===== src/rtl/code_lock_if.sv =====
// Keypad-side and indicator-side signal bundle for code_lock_fsm.
// master drives keys/requests; slave (the lock) drives LEDs, buzzer and status.
interface code_lock_if #(
  parameter int KEY_W    = 3,
  parameter int MAX_FAIL = 3
);
  localparam int FAIL_W = $clog2(MAX_FAIL + 1);

  logic              key_vld;
  logic [KEY_W-1:0]  key_code;
  logic              prog_req;
  logic              LED_right;
  logic              LED_wrong;
  logic              Buzzer;
  logic [FAIL_W-1:0] fail_cnt;
  logic              busy;

  modport master (
    output key_vld, key_code, prog_req,
    input  LED_right, LED_wrong, Buzzer, fail_cnt, busy
  );

  modport slave (
    input  key_vld, key_code, prog_req,
    output LED_right, LED_wrong, Buzzer, fail_cnt, busy
  );
endinterface


===== src/rtl/code_lock_fsm.sv =====
// Keypad lock controller: compares CODE_LEN-digit entries, counts failures, locks out.
// Code reprogramming from the OPEN state is present only when CODE_LOCK_PROG_EN is defined.
module code_lock_fsm #(
  parameter int                          KEY_W        = 3,
  parameter int                          CODE_LEN     = 4,
  parameter logic [CODE_LEN*KEY_W-1:0]   DEFAULT_CODE = 12'b001_010_011_100,
  parameter int                          MAX_FAIL     = 3,
  parameter int                          HOLD_CYC     = 8,
  parameter int                          LOCKOUT_CYC  = 32,
  parameter int                          TIMEOUT_CYC  = 16
) (
  input  logic        clk,
  input  logic        clear,
  code_lock_if.slave  lock
);

  localparam int CODE_W = CODE_LEN * KEY_W;
  localparam int FW     = $clog2(MAX_FAIL + 1);
  localparam int IDX_W  = (CODE_LEN > 1) ? $clog2(CODE_LEN) : 1;
  localparam int T_MAX1 = (HOLD_CYC > LOCKOUT_CYC) ? HOLD_CYC : LOCKOUT_CYC;
  localparam int T_MAX  = (T_MAX1 > TIMEOUT_CYC) ? T_MAX1 : TIMEOUT_CYC;
  localparam int TW     = $clog2(T_MAX);

  typedef enum logic [2:0] {
    S_IDLE,
    S_ENTRY,
    S_OPEN,
    S_FAIL,
    S_LOCKOUT
`ifdef CODE_LOCK_PROG_EN
    , S_PROG
`endif
  } state_t;

  state_t            state, state_nx;
  logic [IDX_W-1:0]  idx, idx_nx;
  logic [TW-1:0]     timer, timer_nx;
  logic              mismatch, mismatch_nx;
  logic [FW-1:0]     fail_cnt_r, fail_nx;
  logic [CODE_W-1:0] code_r;
  logic [KEY_W-1:0]  exp_digit;
  logic              digit_bad;
  logic              last_digit;
  logic              accepted;

`ifdef CODE_LOCK_PROG_EN
  logic [CODE_W-1:0] code_nx;
  logic [CODE_W-1:0] shadow, shadow_nx;
  logic [CODE_W-1:0] shadow_shift;
`else
  logic              unused_prog_req;

  assign code_r          = DEFAULT_CODE;
  assign unused_prog_req = lock.prog_req;
`endif

  // idx is held at 0 outside ENTRY/PROG, so IDLE naturally compares digit 0.
  assign exp_digit  = code_r[(CODE_LEN - 1 - int'(idx)) * KEY_W +: KEY_W];
  assign digit_bad  = (lock.key_code == '0) || (lock.key_code != exp_digit);
  assign last_digit = (int'(idx) == CODE_LEN - 1);

`ifdef CODE_LOCK_PROG_EN
  assign shadow_shift = (shadow << KEY_W) | CODE_W'(lock.key_code);
`endif

  always_comb begin
    state_nx    = state;
    idx_nx      = idx;
    mismatch_nx = mismatch;
    fail_nx     = fail_cnt_r;
    timer_nx    = timer + 1'b1;
    accepted    = 1'b0;
`ifdef CODE_LOCK_PROG_EN
    code_nx     = code_r;
    shadow_nx   = shadow;
`endif

    case (state)
      S_IDLE, S_ENTRY: begin
        if (lock.key_vld) begin
          accepted = 1'b1;
          if (last_digit) begin
            idx_nx      = '0;
            mismatch_nx = 1'b0;
            if (!(mismatch || digit_bad)) begin
              state_nx = S_OPEN;
              fail_nx  = '0;
            end else begin
              fail_nx  = fail_cnt_r + 1'b1;
              state_nx = (fail_cnt_r == FW'(MAX_FAIL - 1)) ? S_LOCKOUT : S_FAIL;
            end
          end else begin
            state_nx    = S_ENTRY;
            idx_nx      = idx + 1'b1;
            mismatch_nx = mismatch || digit_bad;
          end
        end else if (state == S_ENTRY && timer == TW'(TIMEOUT_CYC - 1)) begin
          state_nx    = S_IDLE;
          idx_nx      = '0;
          mismatch_nx = 1'b0;
        end
      end

      S_OPEN: begin
`ifdef CODE_LOCK_PROG_EN
        if (lock.prog_req) begin
          state_nx  = S_PROG;
          idx_nx    = '0;
          shadow_nx = '0;
        end else
`endif
        if (timer == TW'(HOLD_CYC - 1)) state_nx = S_IDLE;
      end

      S_FAIL: begin
        if (timer == TW'(HOLD_CYC - 1)) state_nx = S_IDLE;
      end

      S_LOCKOUT: begin
        if (timer == TW'(LOCKOUT_CYC - 1)) begin
          state_nx = S_IDLE;
          fail_nx  = '0;
        end
      end

`ifdef CODE_LOCK_PROG_EN
      S_PROG: begin
        if (lock.key_vld) begin
          accepted = 1'b1;
          if (lock.key_code == '0) begin
            state_nx = S_IDLE;
            idx_nx   = '0;
          end else if (last_digit) begin
            code_nx  = shadow_shift;
            state_nx = S_IDLE;
            idx_nx   = '0;
          end else begin
            shadow_nx = shadow_shift;
            idx_nx    = idx + 1'b1;
          end
        end else if (timer == TW'(TIMEOUT_CYC - 1)) begin
          state_nx = S_IDLE;
          idx_nx   = '0;
        end
      end
`endif

      default: begin
        state_nx    = S_IDLE;
        idx_nx      = '0;
        mismatch_nx = 1'b0;
      end
    endcase

    if (accepted || state_nx != state || state == S_IDLE) timer_nx = '0;
  end

  always_ff @(posedge clk) begin
    if (clear) begin
      state          <= S_IDLE;
      idx            <= '0;
      timer          <= '0;
      mismatch       <= 1'b0;
      fail_cnt_r     <= '0;
      lock.LED_right <= 1'b0;
      lock.LED_wrong <= 1'b0;
      lock.Buzzer    <= 1'b0;
      lock.busy      <= 1'b0;
    end else begin
      state          <= state_nx;
      idx            <= idx_nx;
      timer          <= timer_nx;
      mismatch       <= mismatch_nx;
      fail_cnt_r     <= fail_nx;
`ifdef CODE_LOCK_PROG_EN
      lock.LED_right <= (state == S_OPEN) || (state == S_PROG);
`else
      lock.LED_right <= (state == S_OPEN);
`endif
      lock.LED_wrong <= (state == S_FAIL);
      lock.Buzzer    <= (state == S_LOCKOUT);
      lock.busy      <= (state != S_IDLE);
    end
  end

`ifdef CODE_LOCK_PROG_EN
  always_ff @(posedge clk) begin
    if (clear) begin
      code_r <= DEFAULT_CODE;
      shadow <= '0;
    end else begin
      code_r <= code_nx;
      shadow <= shadow_nx;
    end
  end
`endif

  assign lock.fail_cnt = fail_cnt_r;

endmodule


===== src/flat_wrapper.sv =====
// flat-port wrapper written by rule: the top's interface ports become plain ports
module code_lock_fsm_flat 
#(
  parameter int                          KEY_W        = 3,
  parameter int                          CODE_LEN     = 4,
  parameter logic [CODE_LEN*KEY_W-1:0]   DEFAULT_CODE = 12'b001_010_011_100,
  parameter int                          MAX_FAIL     = 3,
  parameter int                          HOLD_CYC     = 8,
  parameter int                          LOCKOUT_CYC  = 32,
  parameter int                          TIMEOUT_CYC  = 16
)
  (clk, clear, lock_key_vld, lock_key_code, lock_prog_req, lock_LED_right, lock_LED_wrong, lock_Buzzer, lock_fail_cnt, lock_busy);
  code_lock_if #(.KEY_W(KEY_W), .MAX_FAIL(MAX_FAIL)) lock_i ();
  input  logic clk;
  input  logic clear;
  input wire logic [$bits(lock_i.key_vld)-1:0] lock_key_vld;
  input wire logic [$bits(lock_i.key_code)-1:0] lock_key_code;
  input wire logic [$bits(lock_i.prog_req)-1:0] lock_prog_req;
  output wire logic [$bits(lock_i.LED_right)-1:0] lock_LED_right;
  output wire logic [$bits(lock_i.LED_wrong)-1:0] lock_LED_wrong;
  output wire logic [$bits(lock_i.Buzzer)-1:0] lock_Buzzer;
  output wire logic [$bits(lock_i.fail_cnt)-1:0] lock_fail_cnt;
  output wire logic [$bits(lock_i.busy)-1:0] lock_busy;
  assign lock_i.key_vld = lock_key_vld;
  assign lock_i.key_code = lock_key_code;
  assign lock_i.prog_req = lock_prog_req;
  assign lock_LED_right = lock_i.LED_right;
  assign lock_LED_wrong = lock_i.LED_wrong;
  assign lock_Buzzer = lock_i.Buzzer;
  assign lock_fail_cnt = lock_i.fail_cnt;
  assign lock_busy = lock_i.busy;
  code_lock_fsm #(.KEY_W(KEY_W), .CODE_LEN(CODE_LEN), .DEFAULT_CODE(DEFAULT_CODE), .MAX_FAIL(MAX_FAIL), .HOLD_CYC(HOLD_CYC), .LOCKOUT_CYC(LOCKOUT_CYC), .TIMEOUT_CYC(TIMEOUT_CYC)) u_core (.clk(clk), .clear(clear), .lock(lock_i));
endmodule

===== config.mk =====
export PLATFORM = sky130hd
export DESIGN_NAME = code_lock_fsm_flat
export DESIGN_NICKNAME = d
export VERILOG_FILES = /design/src/rtl/code_lock_if.sv /design/src/rtl/code_lock_fsm.sv /design/src/flat_wrapper.sv
export SDC_FILE = /design/constraint.sdc
export NUM_CORES = 1
export LEC_CHECK = 0
export ABC_CLOCK_PERIOD_IN_PS = 5400
export CAP_MARGIN = 20
export CORE_AREA = 2 2 53 55
export CTS_CLUSTER_SIZE = 20
export DETAILED_ROUTE_END_ITERATION = 16
export DIE_AREA = 0 0 55 57
export PLACE_DENSITY = 0.55
export SETUP_SLACK_MARGIN = 0.3
export SYNTH_ARGS = -nofsm -noshare
export SYNTH_HDL_FRONTEND = slang
export SYNTH_SLANG_ARGS = --single-unit

===== constraint.sdc =====
create_clock -name clk -period 5.4 [get_ports clk]
set_input_delay 0.54 -clock clk [delete_from_list [all_inputs] [get_ports clk]]
set_output_delay 0.54 -clock clk [all_outputs]
set_load 0.01 [all_outputs]

Yosys cells after proc, flatten, opt, wreduce, memory -nomap -nowiden
Cells that the tools add are included.

Bitwise operators: 1. Equal/unequal tests: 15. $add $sub $neg: 4. Reduce and logical (&&, ||, !) cells: 15. Shifts and indexed selects: 1. Multipliers: 1. Mux-type cells: 23.

Operators by type and width (count): multiplier 32 x 3 -> 32 bit (second input constant) (1); indexed part select 12 x 32 -> 3 bit (first input constant) (1); 2-to-1 mux 3 bit (7); 2-to-1 mux 2 bit (7); case mux 3 bit (3 select lines) (1); case mux 2 bit (2 select lines) (2); equality test 3 x 2 -> 1 bit (second input constant) (2); zero test 3 bit (2); != test 3 bit (2); OR reduction 2 bit (3); adder 5 x 1 -> 5 bit (second input constant) (1); equality test 5 x 3 -> 1 bit (second input constant) (1); equality test 5 x 4 -> 1 bit (second input constant) (1); equality test 5 bit (second input constant) (1); 2-to-1 mux 1 bit (5); adder 2 x 1 -> 2 bit (second input constant) (2); logical OR 1 bit (4); != test 2 x 1 -> 1 bit (second input constant) (2); AND reduction 4 bit (1); equality test 3 x 1 -> 1 bit (second input constant) (1); equality test 3 bit (second input constant) (1); != test 3 x 2 -> 1 bit (second input constant) (1); nonzero test 3 bit (1); OR reduction 3 bit (1); 9 further kinds (9).

Word-level logic and storage cells: 69. Flip-flop bits (word level): 17. Input bits: 7.

Logic depth before layout (Yosys ltp)
Depth after elaboration: 14. Mapped depth: 7.

Worst setup path after synthesis
No wires, ideal clock.

Kind: flip-flop to flip-flop. Start: register u_core.idx[0]. End: register u_core.timer[2]. Clock period less this slack: 1880 ps. Stages on the path, launching flop included: 7. Slack: 3520 ps. Arrival: 1760 ps. Data required time: 5280 ps. Setup time: 120 ps. Path through: dfxtp_1 inv_1 ha_1 or3_4 a2111oi_4 o2111a_2 nor3_1.

Longest elaborated chain between the ends: 14.

RTL lines: from (decl) (line code_lock_fsm.sv:36) `logic [IDX_W-1:0] idx, idx_nx;`; from (signal assigned) (line code_lock_fsm.sv:171) `idx <= idx_nx;`; subtractor 2 x 2 -> 3 bit (line code_lock_fsm.sv:58) `assign exp_digit = code_r[(CODE_LEN - 1 - int'(idx)) * KEY_W +: KEY_W];`; multiplier 32 x 3 -> 32 bit (line code_lock_fsm.sv:58); indexed part select 12 x 32 -> 3 bit (line code_lock_fsm.sv:58); != test 3 bit (line code_lock_fsm.sv:59) `assign digit_bad = (lock.key_code == '0) || (lock.key_code != exp_digit);`; logical OR 1 bit (line code_lock_fsm.sv:59); logical OR 1 bit (line code_lock_fsm.sv:85) `if (!(mismatch || digit_bad)) begin`; 2-to-1 mux 3 bit (line code_lock_fsm.sv:85); 2-to-1 mux 3 bit * (line code_lock_fsm.sv:82) `if (last_digit) begin`; 2-to-1 mux 3 bit * (line code_lock_fsm.sv:80) `if (lock.key_vld) begin`; case mux 3 bit (3 select lines) * (line code_lock_fsm.sv:78) `case (state)`; != test 3 bit * (line code_lock_fsm.sv:155) `if (accepted || state_nx != state || state == S_IDLE) timer_nx = '0;`; logical OR 1 bit * (2 in series) (line code_lock_fsm.sv:155); OR reduction 2 bit (no line) *; to (signal assigned) (line code_lock_fsm.sv:172) `timer <= timer_nx;`; to (decl) (line code_lock_fsm.sv:37) `logic [TW-1:0] timer, timer_nx;`.

Mark *: on every way between the ends. The rest lies on a longest branch, timed or not. A chain may end at the register's enable or synchronous reset.

Worst setup path in the final report
Start: input lock_key_code[0]. End: register u_core.timer[2].

Longest elaborated chain between the ends: 11.

RTL lines: from (decl) (line flat_wrapper.sv:17) `input wire logic [$bits(lock_i.key_code)-1:0] lock_key_code;`; != test 3 bit / zero test 3 bit (equally long branches) (line code_lock_fsm.sv:59); logical OR 1 bit * (line code_lock_fsm.sv:59); logical OR 1 bit * (line code_lock_fsm.sv:85); 2-to-1 mux 3 bit * (line code_lock_fsm.sv:85); 2-to-1 mux 3 bit * (line code_lock_fsm.sv:82); 2-to-1 mux 3 bit * (line code_lock_fsm.sv:80); case mux 3 bit (3 select lines) * (line code_lock_fsm.sv:78); != test 3 bit * (line code_lock_fsm.sv:155); logical OR 1 bit * (2 in series) (line code_lock_fsm.sv:155); OR reduction 2 bit (no line) *.

Marked as above.

==> out/metrics.cfg <==
[sta]
fmax_ghz = 0.476
min_period_ns = 2.10
hold_viol_final = 0
setup_ws_ns = 3.30
fin_crit_sh_pct = 38.9
worst_pin_slew_ns = 0.546
clock_skew_ns = 0.000962
tns_ns = 0
rsz0062_at_grt = false
setup_viol = 0
maxSlewHeadroom_pct = 63.3
slew_violations = 0

[drt]
drc = 0
vias = 767
first_pass_iters = 4
drt_wl_total_um = 1820
first_iter_violations = 10
drtAntennaViolNets = 0
via_per_inst = 5.33
routedWlPerCell_um = 12.6

[clock_network]
cts_root_buf = clkbuf_4
tritoncts = done
cts.sinks = 17
htree_levels = 1
clk_latency_ns = 0.29
post_cts_buffers = 0
hold_buffers = 0
clock_path_buffers = 2
cts_resized = 0
numCtsBuffers = 3
clk_pin_slew_ns = 0.10

[global_routing]
grt_max_degree = 15
grt_antenna_before_repair = 0
grt.overflow.total = 0
first_global_vias = 739
grt.total_usage_pct = 13.7
grt_pass1_wl_um = 3190

[yosys]
ys_types = 34
yosysWarnings = 0
syn_inst = 103
syn_area_um2 = 912
synth.area.top_cells = dfxtp_1, ha_1, nor3_1, nand2_1, nor2_1
ys_seq_area_share_pct = 37.3
synth_top_cell_area_share_pct = 37.3
yosysTopAreaCell = dfxtp_1
synth_area_per_cell_um2 = 8.86
syn_nets = 117
ys_ff_latch = 17

[setup_path]
required_ns = 5.58
crit_path_end_kind = register
path_max_fanout = 5
r2r_end = u_core.timer[2]
worstPathArrival_ns = 2.28
critPathKind = in -> reg
startpoint_type = input port
r2r-start = u_core.idx[0]
r2r_slack_ns = 3.32
worst-r2r-cell-count = 6

[place]
place_area_um2 = 1040
dp_hpwl_um = 1380
io_buffers = 11
gp_congestion = 0.719
pre_cts_slack_ns = 2.99

[finish]
ff_latch_area_um2 = 340
drive_above_1_share_pct = 7.08
fin_area_um2 = 1070
nets = 128
area_growth_pct = 17.1
fin_util_pct = 40.9
final_common_cell = dfxtp_1
multiInputGateArea_um2 = 529
final_cell_mix = dfxtp_1, clkdlybuf4s50_1, nand2_1
n_antenna_cell = 0
filler_cell_count = 291

[floorplanning]
ioPinCount = 13
coreArea_um2 = 2620
fp.dieW_um = 55
start_util_pct = 34.9
row_count = 19
die_area_um2 = 3140
die_y_um = 57

[hold_path]
hp-class = reg -> reg
hp-start = u_core.timer[0]
whs_path_depth = 1
hold_end = u_core.timer[0]

[pwr]
powerDensity_nw_per_um2 = 220
vdd_ir_drop_max_v = 0.000135
p_leak_nw = 0.401

[flow_run]
cap_viol_max_count = 0

[outcome]
outcome = finished clean

[flip-flops by register name, indices dropped and copies added, names as in the netlist]
name and count:
u_core.timer 5, u_core.state 3, u_core.idx 2, u_core.lock.fail_cnt 2, u_core.lock.Buzzer 1, u_core.lock.LED_right 1, u_core.lock.LED_wrong 1, u_core.lock.busy 1
u_core.mismatch 1
[synthesized netlist by cell type]
cell / number
or3_1: 1
nor3b_1: 2
buf_2: 1
ha_1: 7
clkbuf_1: 4
o21ai_0: 3
a41o_1: 1
xnor2_1: 1
a32o_1: 3
a21boi_0: 1
a311oi_2: 1
inv_1: 6
o31a_1: 1
and3_1: 2
nor2_1: 9
nor2b_1: 2
o2111a_2: 1
o21a_1: 1
nor3_1: 8
a22oi_1: 1
nand3b_1: 1
xor2_1: 2
o211ai_1: 1
a21oi_1: 3
nand2_1: 10
o31ai_1: 1
dfxtp_1: 17
nand3_1: 1
a2111oi_4: 1
a211o_1: 2
nand2b_1: 4
o21bai_1: 1
or3_4: 1
nor4_1: 2
[worst max path at each step]
stage / cells after the start / endpoint / start / slack, ns
after detailed placement: 5 / u_core.timer[2] / lock_key_code[0] / 2.99
final: 5 / u_core.timer[2] / lock_key_code[0] / 3.30
after CTS: 5 / u_core.timer[3] / lock_key_code[0] / 3.30
after floorplan: 6 / u_core.timer[2] / u_core.idx[0] / 3.52
after global routing: 6 / u_core.timer[3] / u_core.idx[0] / 3.21
after global placement: 5 / u_core.timer[3] / lock_key_code[0] / 3.03
[critical path: stages]
cell	delay [ns]
clkdlybuf4s50_1	0.45
or3_4	0.40
a2111oi_4	0.49
o2111a_2	0.33
nor3_1	0.06
[routing by layer]
layer / GRT usage (%) / vias up / wire length (um)
met2: 21.4 / 11 / 874
met4: 7.32 / 0 / 44
met3: 2.62 / 6 / 59
met5: 0 / - / 0
met1: 17.3 / 359 / 841
li1: - / 391 / -
[stage by stage]
stage | total power (W) | hold WS (ns) | std cells
floorplan | 0.000160 | 0.431 | 103
global placement | 0.000170 | 0.446 | 140
detailed placement | 0.000171 | 0.450 | 140
CTS | 0.000239 | 0.465 | 144
global route | 0.000250 | 0.500 | 144
finish | 0.000236 | 0.465 | 144
[layout make-up]
| class | count | share of cell area, % |
|---|---|---|
| multi-input cells | 75 | 49.5 |
| flip-flops and latches | 17 | 31.9 |
| repair buffers | 11 | 10.3 |
| well taps | 31 | 3.63 |
| clock buffers | 3 | 2.11 |
| inverters | 6 | 2.11 |
| clock inverters | 1 | 0.468 |
[logic make-up after synthesis]
| kind of cell | Yosys count | synth area share, % |
|---|---|---|
| buffers and inverters | 11 | 4.66 |
| DFF | 17 | 37.3 |
| xor gates and xnor gates | 3 | 2.88 |
| AOI/OAI and AO/OA | 22 | 21.5 |
| and+or+nand+nor | 43 | 24.0 |
| adders and majority gates | 7 | 9.60 |
[where the power goes]
group | internal (W) | switching [W] | total, W
clock | 0.0000275 | 0.0000402 | 0.0000677
combinational | 0.0000156 | 0.0000186 | 0.0000342
sequential | 0.000129 | 0.00000447 | 0.000134
total | 0.000172 | 0.0000633 | 0.000236
No activity file was read; power rests on OpenSTA's default activity.
